==> config.mk <==
export PLATFORM = sky130hd
export DESIGN_NAME = scan_chain_element
export DESIGN_NICKNAME = d
export VERILOG_FILES = /design/src/rtl/scan_chain_element.sv
export SDC_FILE = /design/constraint.sdc
export NUM_CORES = 1
export LEC_CHECK = 0
export BUFFER_PORTS_ARGS = -buffer_cell sky130_fd_sc_hd__buf_2
export CAP_MARGIN = 20
export CORE_MARGIN = 1.5
export CORE_UTILIZATION = 48
export CTS_BUF_LIST = sky130_fd_sc_hd__clkbuf_4 sky130_fd_sc_hd__clkbuf_8
export CTS_CLUSTER_DIAMETER = 80
export DETAILED_ROUTE_END_ITERATION = 16
export PLACE_DENSITY = 0.78
export SYNTH_ARGS = -nofsm -noshare
export SYNTH_HDL_FRONTEND = slang
export SYNTH_SLANG_ARGS = --single-unit
export TNS_END_PERCENT = 1
==> constraint.sdc <==
create_clock -name clk -period 1.3 [get_ports clk]
set_clock_uncertainty 0.05 [all_clocks]
set_input_delay 0.26 -clock clk [delete_from_list [all_inputs] [get_ports clk]]
set_output_delay 0.26 -clock clk [all_outputs]
set_load 0.005 [all_outputs]
==> src/rtl/scan_chain_element.sv <==
// Far-end scan chain responder: shifts a frame in MSB-first, applies it to the
// user design on a latch edge, captures the design's outputs and shifts them out.
module scan_chain_element #(
  parameter int NUM_IOS = 8
) (
  input  logic               clk,
  input  logic               reset,
  input  logic               scan_clk_in,
  input  logic               scan_data_in,
  input  logic               scan_select_in,
  input  logic               scan_latch_enable_in,
  output logic               scan_clk_out,
  output logic               scan_data_out,
  output logic               scan_select_out,
  output logic               scan_latch_enable_out,
  output logic [NUM_IOS-1:0] design_inputs,
  input  logic [NUM_IOS-1:0] design_outputs,
  output logic               frame_error
);

  localparam int CW = $clog2(NUM_IOS);
  localparam logic [CW-1:0] LastBit = CW'(NUM_IOS - 1);

  logic               clk_q, clk_d;
  logic               sel_q, sel_d;
  logic               le_q, le_d;
  logic [NUM_IOS-1:0] sr_q, sr_d;
  logic [CW-1:0]      cnt_q, cnt_d;
  logic [NUM_IOS-1:0] di_q, di_d;
  logic               sdo_q, sdo_d;
  logic               fe_q, fe_d;

  logic rise, fall, cap, lat, shift;

  // Scan lines are plain data in the clk domain; edges come from the delayed copies.
  always_comb begin
    rise  = scan_clk_in & ~clk_q;
    fall  = ~scan_clk_in & clk_q;
    cap   = ~scan_select_in & sel_q;
    lat   = scan_latch_enable_in & ~le_q;
    shift = rise & scan_select_in;
  end

  always_comb begin
    clk_d = scan_clk_in;
    sel_d = scan_select_in;
    le_d  = scan_latch_enable_in;
    sr_d  = sr_q;
    cnt_d = cnt_q;
    di_d  = di_q;
    sdo_d = sdo_q;
    fe_d  = fe_q;

    // Capture overrides a shift; the latch always sees the pre-update register.
    if (cap) begin
      sr_d = design_outputs;
    end else if (shift) begin
      sr_d  = {sr_q[NUM_IOS-2:0], scan_data_in};
      cnt_d = (cnt_q == LastBit) ? '0 : cnt_q + 1'b1;
    end

    if (fall) begin
      sdo_d = sr_q[NUM_IOS-1];
    end
    if (cap) begin
      sdo_d = design_outputs[NUM_IOS-1];
    end

    if (lat) begin
      di_d = sr_q;
      if (cnt_q != '0) begin
        fe_d = 1'b1;
      end
    end

    if (cap || lat) begin
      cnt_d = '0;
    end
  end

  always_ff @(posedge clk) begin
    if (!reset) begin
      clk_q <= 1'b0;
      sel_q <= 1'b0;
      le_q  <= 1'b0;
      sr_q  <= '0;
      cnt_q <= '0;
      di_q  <= '0;
      sdo_q <= 1'b0;
      fe_q  <= 1'b0;
    end else begin
      clk_q <= clk_d;
      sel_q <= sel_d;
      le_q  <= le_d;
      sr_q  <= sr_d;
      cnt_q <= cnt_d;
      di_q  <= di_d;
      sdo_q <= sdo_d;
      fe_q  <= fe_d;
    end
  end

  assign scan_clk_out          = clk_q;
  assign scan_select_out       = sel_q;
  assign scan_latch_enable_out = le_q;
  assign scan_data_out         = sdo_q;
  assign design_inputs         = di_q;
  assign frame_error           = fe_q;

endmodule

==> run_results.csv <==
group,metric,value,unit
status,outcome,"finished, final reports clean",
critical_path,arrival,1.46,ns
place,port_buffers,26,
drt,vias_per_cell,5.173,
critical_path,crit_path_end_kind,"flip-flop",
floorplanning,die_h,48.87,um
drt,drt_iter0_markers,15,
critical_path,slowest_delay,0.38,ns
critical_path,crit_type,"flip-flop to flip-flop",
place,dp_cells,164,
final_layout,fin_area,1200,sq um
final_layout,drive_above_1_share,29.79,%
global_routing,antenna_found_initial,0,
clocking,cts_tree,"done",
critical_path,critPathMaxFanout,3,
drt,dr.pass1.iters,4,
flow_run,cap_violations,0,
timing,max_freq,788.2,MHz
timing,period_needed,1.269,ns
global_routing,grt_pass1_vias,817,
clocking,clock-sinks,24,
clocking,clock-root-buffer,"clkbuf_4",
synthesis,ys_types,23,
drt,avgRoutedWirePerCell,11.88,um
clocking,ctsHoldBuffers,0,
synthesis,synth_area,1010,sq um
critical_path,path_buf_inv,0,
floorplanning,initial_utilization,51.47,%
power_and_ir_drop,p_leak,0.4750,nW
timing,hold_viol_final,0,
clocking,clock_path_buffers,2,
critical_path,path_cells,"ha_4 > ha_4 > or3_4 > a21oi_2",
timing,drv_slew,0,
floorplanning,ioPinCount,27,
synthesis,yosysWarnings,0,
final_layout,num_antenna_cells,0,
final_layout,area_delta_synth_final,18.84,%
drt,drc,0,
final_layout,post-route-util,61.16,%
floorplanning,core-area,1962,sq um
critical_path,critical_path.top_delay_family,"simple AND/OR/NAND/NOR gates",
clocking,clk_pin_slew,0.12,ns
place,pre_cts_ws,0.01352,ns
timing,relSlewSlack,63.95,%
timing,setup_viol,0,
timing,fin_crit_sh,97.60,%
critical_path,required,1.49,ns
synthesis,postSynthAreaPerCell,8.630,sq um
final_layout,nets,160,
worst_hold_path,hold_class,"input pin to flip-flop",
floorplanning,fp-row-count,16,
power_and_ir_drop,cellPowerDensity,1026,nW/um^2
floorplanning,die_x,48.87,um
synthesis,synth_seq_cells,24,
power_and_ir_drop,ir_drop,0.7854,mV
clocking,h-tree-depth,1,
floorplanning,die_area,2388,sq um
timing,setup_ws,0.03126,ns
drt,ant_nets,0,
drt,totalWireLength,1.995,mm
clocking,cts-buffers-inserted,3,
timing,tns,0,ns
global_routing,grt_start_max_net_pins,22,
critical_path,crit_path_frequent_cell,"ha_4",
global_routing,overflow,0,
synthesis,syn_nets,134,
final_layout,fin_cells,168,
drt,vias,869,
global_routing,grt_pass1_wl,3.498,mm
critical_path,crit_path_start_kind,"flip-flop",
clocking,clock_latency,0.29,ns
final_layout,final_common_cell,"nand2_1",
place,hpwl,1.339,mm
synthesis,seq_area_frac_synth,47.58,%
place,place_congestion,0.7710,
global_routing,grt_usage,18.46,%
timing,worst_slew_pin_slew,0.5397,ns
timing,rsz0062_at_grt,"false",
synthesis,syn_inst,117,
final_layout,mostFrequentLayoutCells,"nand2_1, buf_2, dfxtp_1, a21boi_1, a31oi_1",
critical_path,cp_slowest_cell,"or3_4",
place,postPlaceCellArea,1135,sq um
-- routing by layer --
metal / routed length, um / vias to the layer above / GRT usage (%) / part of all wire (%)
met2: 926 / 27 / 31.51 / 46
met4: 15 / 0 / 7.143 / 0.75
met3: 115 / 2 / 3.067 / 5.8
met1: 938 / 401 / 23.21 / 47
li1: - / 439 / - / -
met5: 0 / - / 0 / 0
-- logic make-up after synthesis --
family | after synthesis | share of synthesized area [%]
compound gates | 30 | 19.21
fa+ha+maj | 3 | 3.718
buf+inv | 11 | 6.443
flops | 24 | 47.58
mux | 1 | 0.9914
simple gates | 48 | 22.06
-- final cells by class --
type / count / area, sq um
Sequential cell: 24 / 483.0
Fill cell: 196 / 762.0
Tap cell: 27 / 33.78
Multi-Input combinational cell: 82 / 496.7
Clock buffer: 3 / 22.52
Timing Repair Buffer: 29 / 152.6
Inverter: 3 / 11.26
-- path summary, 6_finish.rpt --
path / slack, ns / from / cells past startpoint / to
hold / removal: 0.14 / scan_select_in / 2 / scan_select_out
hold reg to reg: 0.41 / design_inputs[6] / 2 / design_inputs[6]
setup reg to reg: 0.03 / cnt_q[1] / 4 / cnt_q[0]
setup / recovery: 0.03 / cnt_q[1] / 4 / cnt_q[0]
-- what timing repair did --
item                       CTS  global route
setup endpoints to repair    1             3
buffers inserted             1             0
resized for setup            6             2
pin swaps                    2             1
-- registers in the layout, summed over array words and instances, names as in the netlist --
register and cells:
cnt_q 3, design_inputs 8, frame_error 1, scan_clk_out 1, scan_data_out 1, scan_latch_enable_out 1, scan_select_out 1, sr_q 8
-- where the power goes --
part | total, W | switching, W | leakage, nW | internal (W)
combinational | 0.000139 | 0.0000762 | 0.264 | 0.0000630
sequential | 0.000785 | 0.0000199 | 0.197 | 0.000765
clock | 0.000307 | 0.000199 | 0.0138 | 0.000108
total | 0.00123 | 0.000295 | 0.475 | 0.000936
-- cells in the mapped netlist --
cell      instances  area, sq um
a21boi_1          8        60.06
a21oi_1           2        10.01
a21oi_2           3        26.28
a31oi_1           8        50.05
and2_1            3        18.77
and3b_1           1        8.760
buf_2             4        20.02
buf_4             1        7.510
buf_6             2        22.52
clkbuf_1          1        3.750
dfxtp_1          24        480.5
ha_1              3        37.54
inv_1             3        11.26
mux2i_1           1        10.01
nand2_1          37        138.9
nand2b_1          2        12.51
nand3_4           1        17.52
nand3b_1          1        7.510
nor2b_1           2        12.51
o21a_1            1        7.510
o21ai_0           2        10.01
o21ai_1           6        30.03
or3_1             1        6.260
-- metrics by stage --
| stage | power, W | hold slack [ns] |
|---|---|---|
| after detailed placement | 0.0009358 | 0.3945 |
| after floorplan | 0.0008892 | 0.3317 |
| after global placement | 0.0009309 | 0.3867 |
| final | 0.001231 | 0.1427 |
| after CTS | 0.001239 | 0.1293 |
| after global routing | 0.001291 | 0.1328 |
(Power assumes the default switching activity.)
